## config.mk

```make
export PLATFORM = sky130hd
export DESIGN_NAME = snd_cmd_queue
export DESIGN_NICKNAME = d
export VERILOG_FILES = /design/src/rtl/snd_cmd_queue.sv
export SDC_FILE = /design/constraint.sdc
export NUM_CORES = 1
export LEC_CHECK = 0
export CAP_MARGIN = 20
export CORE_MARGIN = 2
export CORE_UTILIZATION = 60
export CTS_BUF_LIST = sky130_fd_sc_hd__clkbuf_4 sky130_fd_sc_hd__clkbuf_8
export CTS_CLUSTER_SIZE = 14
export DETAILED_ROUTE_END_ITERATION = 12
export PLACE_DENSITY = 0.85
export SKIP_LAST_GASP = 1
export SLEW_MARGIN = 20
export SYNTH_ARGS = -nofsm -noshare
export SYNTH_HDL_FRONTEND = slang
export SYNTH_SLANG_ARGS = --single-unit
```

## constraint.sdc

```tcl
create_clock -name clk8M -period 3.3 [get_ports clk8M]
set_input_delay 0.495 -clock clk8M [delete_from_list [all_inputs] [get_ports clk8M]]
set_output_delay 0.495 -clock clk8M [all_outputs]
set_load 0.01 [all_outputs]
```

## src/rtl/snd_cmd_queue.sv

```systemverilog
`default_nettype none
// +-----------------------------------------------------------------------------+
// | Module   : snd_cmd_queue                                                    |
// | Purpose  : Buffers main-CPU sound writes and replays them to the sound      |
// |            board as timed sndstart pulses separated by an enforced gap.     |
// | Options  : SNDQ_DEDUP_EN - drop a push that repeats the current FIFO tail.  |
// | Revision : 1.0 - initial release                                            |
// +-----------------------------------------------------------------------------+
module snd_cmd_queue #(
  parameter int DEPTH_LOG2  = 2,
  parameter int HOLD_CYCLES = 64,
  parameter int GAP_CYCLES  = 16384
) (
  input  logic                  clk8M,
  input  logic                  reset,
  input  logic                  cpu_wr_snd,
  input  logic [7:0]            cpu_do,
  input  logic                  ovf_clr,
  output logic [7:0]            sndno,
  output logic                  sndstart,
  output logic [DEPTH_LOG2:0]   level,
  output logic                  full,
  output logic                  overflow
);

  localparam int c_DEPTH   = 1 << DEPTH_LOG2;
  localparam int c_CNT_MAX = (HOLD_CYCLES > GAP_CYCLES) ? HOLD_CYCLES : GAP_CYCLES;
  localparam int c_CNT_W   = (c_CNT_MAX > 2) ? $clog2(c_CNT_MAX) : 1;

  localparam logic [c_CNT_W-1:0]    c_HOLD_LOAD = c_CNT_W'(HOLD_CYCLES - 1);
  localparam logic [c_CNT_W-1:0]    c_GAP_LOAD  = c_CNT_W'(GAP_CYCLES - 1);
  localparam logic [DEPTH_LOG2:0]   c_FULL_LVL  = (DEPTH_LOG2+1)'(c_DEPTH);
  localparam logic [DEPTH_LOG2-1:0] c_PTR_ONE   = DEPTH_LOG2'(1);

  localparam logic [1:0] c_IDLE   = 2'd0;
  localparam logic [1:0] c_ASSERT = 2'd1;
  localparam logic [1:0] c_SPACE  = 2'd2;

  logic [7:0]            r_mem [c_DEPTH];
  logic [DEPTH_LOG2-1:0] r_wr_ptr;
  logic [DEPTH_LOG2-1:0] r_rd_ptr;
  logic                  r_wr_prev;
  logic [1:0]            r_state;
  logic [c_CNT_W-1:0]    r_cnt;

  logic                  w_wr_edge;
  logic                  w_pop;
  logic                  w_dup;
  logic                  w_room;
  logic                  w_push;
  logic                  w_drop;
  logic [DEPTH_LOG2:0]   w_level_nxt;

  assign w_wr_edge = cpu_wr_snd & ~r_wr_prev;
  assign w_pop     = (r_state == c_IDLE) && (level != '0);

`ifdef SNDQ_DEDUP_EN
  logic [DEPTH_LOG2-1:0] w_tail_ptr;
  assign w_tail_ptr = r_wr_ptr - c_PTR_ONE;
  assign w_dup      = (level != '0) && (cpu_do == r_mem[w_tail_ptr]);
`else
  assign w_dup      = 1'b0;
`endif

  // A pop in the same cycle frees a slot, so a full queue can still accept the write.
  assign w_room = !full || w_pop;
  assign w_push = w_wr_edge && !w_dup && w_room;
  assign w_drop = w_wr_edge && !w_dup && !w_room;

  always_comb begin
    w_level_nxt = level;
    case ({w_push, w_pop})
      2'b10:   w_level_nxt = level + 1'b1;
      2'b01:   w_level_nxt = level - 1'b1;
      default: w_level_nxt = level;
    endcase
  end

  always_ff @(posedge clk8M) begin
    if (w_push) begin
      r_mem[r_wr_ptr] <= cpu_do;
    end
  end

  always_ff @(posedge clk8M or negedge reset) begin
    if (!reset) begin
      r_wr_prev <= 1'b0;
      r_wr_ptr  <= '0;
      r_rd_ptr  <= '0;
      level     <= '0;
      full      <= 1'b0;
      overflow  <= 1'b0;
    end else begin
      r_wr_prev <= cpu_wr_snd;
      if (w_push) begin
        r_wr_ptr <= r_wr_ptr + c_PTR_ONE;
      end
      if (w_pop) begin
        r_rd_ptr <= r_rd_ptr + c_PTR_ONE;
      end
      level <= w_level_nxt;
      full  <= (w_level_nxt == c_FULL_LVL);
      if (w_drop) begin
        overflow <= 1'b1;
      end else if (ovf_clr) begin
        overflow <= 1'b0;
      end
    end
  end

  // Pulse sequencer: HOLD_CYCLES high, then GAP_CYCLES low before the next pop.
  always_ff @(posedge clk8M or negedge reset) begin
    if (!reset) begin
      r_state  <= c_IDLE;
      r_cnt    <= '0;
      sndno    <= 8'h00;
      sndstart <= 1'b0;
    end else begin
      case (r_state)
        c_IDLE: begin
          if (w_pop) begin
            sndno    <= r_mem[r_rd_ptr];
            sndstart <= 1'b1;
            r_cnt    <= c_HOLD_LOAD;
            r_state  <= c_ASSERT;
          end
        end
        c_ASSERT: begin
          if (r_cnt == '0) begin
            sndstart <= 1'b0;
            r_cnt    <= c_GAP_LOAD;
            r_state  <= c_SPACE;
          end else begin
            r_cnt <= r_cnt - 1'b1;
          end
        end
        c_SPACE: begin
          if (r_cnt == '0) begin
            r_state <= c_IDLE;
          end else begin
            r_cnt <= r_cnt - 1'b1;
          end
        end
        default: begin
          sndstart <= 1'b0;
          r_state  <= c_IDLE;
        end
      endcase
    end
  end

endmodule
`default_nettype wire

```

-- Yosys cells after proc, flatten, opt, wreduce, memory -nomap -nowiden
Memory sizes are Yosys's and may differ from the RTL's. A register that Yosys moved wholly into a read port is not among the register bits.
Cells that the tools add are included.
- register bits: 27
- RAM bits: 32
- input bits: 12
- output and inout port bits: 14
- word-level logic and storage cells: 59
- memories kept: 1
- $add $sub $neg: 5
- equal/unequal tests: 9
- muxes and demuxes: 16
- bitwise logic cells: 3
- reductions and logical operators: 16
- memory list (memory ; words ; width ; read ports ; clocked after memory_dff ; wr ports ; RTL line ; source):
    r_mem ; 4 ; 8 ; 1 ; 1 ; 1 ; 39 ; logic [7:0] r_mem [c_DEPTH];
- operator list (operator ; number):
    14-bit 2-to-1 mux ; 3
    14-bit one-hot mux with 3 select lines ; 1
    14-bit logical NOT ; 1
    14-bit by 1-bit subtractor with 14-bit output (second input constant) ; 1
    3-bit AND reduction ; 3
    2-bit != test (second input constant) ; 4
    1-bit 2-to-1 mux ; 6
    2-bit 2-to-1 mux ; 3
    2-bit one-hot mux with 3 select lines ; 1
    3-bit one-hot mux with 2 select lines ; 1
    3-bit nonzero test ; 2
    2-bit by 1-bit adder with 2-bit output (second input constant) ; 2
    2-bit by 1-bit equality test with 1-bit output (second input constant) ; 2
    2-bit equality test (second input constant) ; 2
    3-bit by 1-bit adder with 3-bit output (second input constant) ; 1
    3-bit equality test (second input constant) ; 1
    1-bit logical AND ; 3
    1-bit logical NOT ; 3
    1-bit one-hot mux with 3 select lines ; 1
    3-bit by 1-bit subtractor with 3-bit output (second input constant) ; 1
    2-bit logical NOT ; 1
    1-bit NOT ; 2
    2-bit AND reduction ; 1
    2-bit nonzero test ; 1
    2 further kinds ; 2

-- Longest topological paths before layout
- depth in word-level cells: 7
- depth in mapped cells: 12
- depth with buffers taken out: 12

-- Worst setup path after synthesis
Ideal clock, no wire load.
- kind: register to register
- from: reg level[0]
- to: reg full
- setup time: 88 ps
- arrival: 2350 ps
- required time: 3212 ps
- slack: 862 ps
- cell stages (with the launch flop): 12
- buffers on the path: 0
- clock period less this slack: 2438 ps
- cell sequence: dfrtp_1 > nor3_1 > nand2b_1 > a21oi_1 > inv_1 > ha_1 > inv_1 > fa_1 > xor2_1 > nor2_1 > xor2_1 > nor3b_1
- cells in the longest elaborated chain, start to end: 7
- elaborated cells between the ends (all ways): 10
- those cells by class: 2 x add/sub; 3 x eq/ne; 1 x mux; 4 x reduce/logical
- RTL lines (what ; RTL line ; source):
    start, declared ; 21 ; output logic [DEPTH_LOG2:0] level,
    start signal, assigned ; 101 ; level <= w_level_nxt;
    3-bit nonzero test ; 55 ; assign w_pop = (r_state == c_IDLE) && (level != '0);
    1-bit logical AND ; 55 ;
    1-bit logical OR ; 66 ; assign w_room = !full || w_pop;
    1-bit logical AND ; 67 ; assign w_push = w_wr_edge && !w_dup && w_room;
    2-bit by 1-bit equality test with 1-bit output or 2-bit equality test (tied branches) ; 72 ; case ({w_push, w_pop})
    3-bit one-hot mux with 2 select lines * ; 72 ;
    named net w_level_nxt[2] ; 52 ; logic [DEPTH_LOG2:0] w_level_nxt;
    3-bit equality test * ; 102 ; full <= (w_level_nxt == c_FULL_LVL);
    end signal, assigned ; 102 ;
    end, declared ; 22 ; output logic full,
The timed path passes the listed nets; every way through them passes the cells marked *.
A chain may end at the register's enable or synchronous reset.

-- Final worst setup path
Ends and elaborated chain as after synthesis.

==> results by group <==
Clock network
  – Sink Count: 67
  – Clk buf depth: 2
  – CTS Hold Buffers Added: 0
  – Resized cells post-CTS: 0
  – TritonCTS clock tree: yes
  – TritonCTS buffer count: 9
  – Root buffer selected by CTS: clkbuf_8
  – Worst-path clk slew: roughly 0.070 ns
  – Clock Latency Late Sink: between 0.3 and 0.4 ns
  – Post-CTS Setup Inserts: 0
  – H-tree depth: 3

Detailed routing
  – Antenna-violating nets left: 0
  – Initial DRC Count: between 150 and 200
  – Avg WL per Cell: between 15 and 20 µm
  – DR vias/cell: between 6 and 7
  – WL final: around 6500 µm
  – DRC errors left: 0
  – Via count: around 2,100
  – DR pass1 iterations: 6

Job
  – Maxcap violations: 0

Power
  – Net Sw Frac: 35.53%
  – Clk pwr share: around 21%
  – Cell internal pwr: between 2 and 2.5 mW
  – LEAKAGE: about 1.5 nW
  – Maximum VDD drop: 0.7925 mV
  – Power per cell area: 879.3 nW/µm²
  – Total Power: about 3.2 mW
  – Net switching power: 1.150 mW
  – Comb power frac: between 30% and 40%
  – Seq pwr share: approximately 40%

Yosys
  – Seq/Total Area, Yosys: between 50 and 60%
  – Most used flip-flop cell after synthesis: dfrtp_1
  – Cells after synthesis: between 200 and 250
  – Number of enable flip-flop cells after synthesis: 32
  – Synthesized area per cell: between 10 and 15 µm²
  – Netlist cell types: 50
  – Synth warn: 0
  – Mapped Nets: between 200 and 300
  – Async set-reset flop share out of synthesis: ~52%
  – Seq cells post-synth: between 60 and 70
  – Synthesized cell area: approximately 3200 µm²

Hold path
  – Hold Crit Class: in2async

Worst setup path
  – Slowest-stage cell, CP: dfrtp_1
  – CP Max Fanout: 7
  – Data arrival time of the worst path: 3.08 ns
  – CP Capture Type: register
  – Required @ worst endpoint: between 3 and 4 ns
  – Critical path's top delay family: simple AND/OR/NAND/NOR gates
  – Critical path buffers and inverters: 2
  – Nature of the critical path startpoint: register
  – Critical-path cell list: nor3_1 > nand2b_1 > a21oi_1 > inv_1 > ha_1 > inv_1 > fa_1 > xor2_1 > nor2_1 > xor2_1 > nor3b_1
  – Slowest stage delay, CP: 0.43 ns
  – Setup CP Type: reg2reg

STA
  – Fin Clk Skew: roughly 0.0037 ns
  – Fin crit period: 2.824 ns
  – RSZ-0062 raised after global routing: false
  – Fmax: 0.3541 GHz
  – Final Max Slew Viols: 0
  – Setup_tns: 0 ns
  – Worst Max-Slew Pin Slew: about 0.8 ns
  – Count of final hold-check violations: 0
  – Fin crit share: a little under nine tenths
  – Slew headroom: 46.90%
  – Setup violators final: 0

Floorplan
  – Initial Utilization: ~62%
  – Die area: 5944 µm²
  – Die W: 77.10 µm
  – Row count: 26
  – Die H: 77.10 µm
  – Floorplan core area: around 5100 µm²
  – IO Pins: 26

GRT
  – GRT Max-Usage Layer: met2
  – Vias in the first global route: ~2,100
  – Global-route usage over all layers: 23.25%
  – Met2 Usage GRT: 37.63%
  – Initial antenna violation count: 0
  – Largest net degree at the start of global routing: 36
  – Met1 usage: a little under a third
  – GR met3 Demand/Resource: 5.882%
  – Total gr overflow: 0
  – First-pass GRT wire length: between 10,000 and 15,000 µm

Status
  – Outcome: completed

Placement
  – I/O Buffers: 25
  – Gpl congestion: 0.9085
  – Placed cells: about 330
  – DP HPWL: slightly above 4000 µm

Final layout
  – Layout Nets: 291
  – Ratio of cells with drive above 1 in the final layout: 18.82%
  – Area growth from synthesis to layout: 14.87%
  – Finished Layout Cells: 341
  – Fillers: around 340
  – ANT cells: 0
cell type report:
cell class	count	area [µm²]	share of cell area, %
inverter	15	56.30	1.529
sequential	67	1837	49.88
clock buffer	9	123.9	3.364
tap	70	87.58	2.379
clock inverter	6	66.31	1.801
multi-input combinational	147	1251	33.98
timing repair buffer	27	260.3	7.068
cell families (layout without fill, tap and decap cells):
family / Yosys count / in the layout / synth area share (%)
flip-flops: 67 / 67 / 57.30
AND/OR/NAND/NOR: 62 / 62 / 11.51
AO/OA/AOI/OAI: 47 / 47 / 11.16
buffers and inverters: 26 / 57 / 3.669
multiplexers: 20 / 20 / 9.797
adder cells (fa/ha/maj): 12 / 12 / 4.918
XOR/XNOR: 6 / 6 / 1.639
cells in the mapped netlist (2+ instances only):
cell / number / area [µm²]
o21ai_0: 3 / 15.01
nor3b_1: 2 / 15.01
a21oi_1: 7 / 35.03
nand2b_1: 2 / 12.51
dfrtp_1: 35 / 875.8
a22o_1: 4 / 35.03
nor2_1: 9 / 33.78
xor2_1: 2 / 17.52
and2_1: 4 / 25.02
or4_1: 7 / 52.55
o211ai_1: 4 / 30.03
nor4_1: 4 / 25.02
a211oi_1: 4 / 30.03
nand3_1: 3 / 15.01
o31ai_1: 2 / 15.01
edfxtp_1: 32 / 960.9
buf_2: 4 / 20.02
or2_2: 3 / 18.77
nand2_1: 7 / 26.28
or3_1: 2 / 12.51
o21ai_1: 2 / 10.01
or4b_2: 2 / 20.02
xnor2_1: 4 / 35.03
nor3_1: 9 / 45.04
o22a_1: 6 / 52.55
buf_6: 2 / 22.52
mux4_2: 8 / 180.2
inv_1: 14 / 52.55
ha_1: 11 / 137.6
a31oi_1: 4 / 25.02
clkbuf_1: 4 / 15.01
nor4b_1: 3 / 26.28
mux2_2: 11 / 123.9
a211oi_2: 4 / 50.05
metal layers:
layer	vias to the layer above	routed length (µm)
li1	979	-
met1	1043	2745
met2	109	3234
met3	11	438
met4	0	80
met5	-	0
metrics by stage:
| stage | util, % | area, µm² | hold slack, ns | worst slack, ns |
|---|---|---|---|---|
| 2_1_floorplan | - | 3206 | 0.1994 | 0.8618 |
| 3_3_place_gp | 67.94 | 3492 | 0.4949 | 0.7321 |
| 3_5_place_dp | 67.94 | 3492 | 0.4970 | 0.5796 |
| 4_1_cts | 71.64 | 3682 | 0.2464 | 0.4718 |
| 5_1_grt | 71.64 | 3682 | 0.3017 | 0.3195 |
| 6_report | 71.64 | 3682 | 0.2362 | 0.4762 |
cells in the final DEF, fill, tap and decap left out, types with 6 or more instances in the layout:
master and n:
mux2_2 11, dfrtp_1 35, a21oi_1 7, nand2_1 7, nor3_1 9, o22a_1 6
nor2_1 9, edfxtp_1 32, or4_1 7, ha_1 11, mux4_2 8, clkbuf_8 9
inv_1 14, clkdlybuf4s50_1 24
power by group through the flow:
stage | sequential (mW) | combinational, mW | clock, mW
global placement | 1.30 | 1.18 | 0
floorplan | 1.24 | 0.901 | 0
global route | 1.32 | 1.36 | 0.710
CTS | 1.30 | 1.27 | 0.684
finish | 1.29 | 1.27 | 0.670
detailed placement | 1.31 | 1.23 | 0
state kept, by name (all words and copies together), names as in the netlist:
register and count:
full 1, level 3, overflow 1, r_cnt 14, r_mem 32, r_rd_ptr 2
r_state 2, r_wr_prev 1, r_wr_ptr 2, sndno 8, sndstart 1
path summary, 6_finish.rpt:
| path | depth (start not counted) | startpoint | slack [ns] | endpoint |
|---|---|---|---|---|
| max | 11 | level[0]$_DFF_PN0_ | 0.48 | full$_DFF_PN0_ |
| min | 1 | reset | 0.24 | sndno[5]$_DFFE_PN0P_ |
| max reg2reg | 11 | level[0]$_DFF_PN0_ | 0.48 | full$_DFF_PN0_ |
| min reg2reg | 1 | sndno[2]$_DFFE_PN0P_ | 0.51 | sndno[2]$_DFFE_PN0P_ |
| max in group asynchronous | 1 | reset | 2.56 | r_cnt[1]$_DFFE_PN0P_ |
| min in group clk8M | 1 | sndno[2]$_DFFE_PN0P_ | 0.51 | sndno[2]$_DFFE_PN0P_ |
Power figures use the tool's default switching activity.
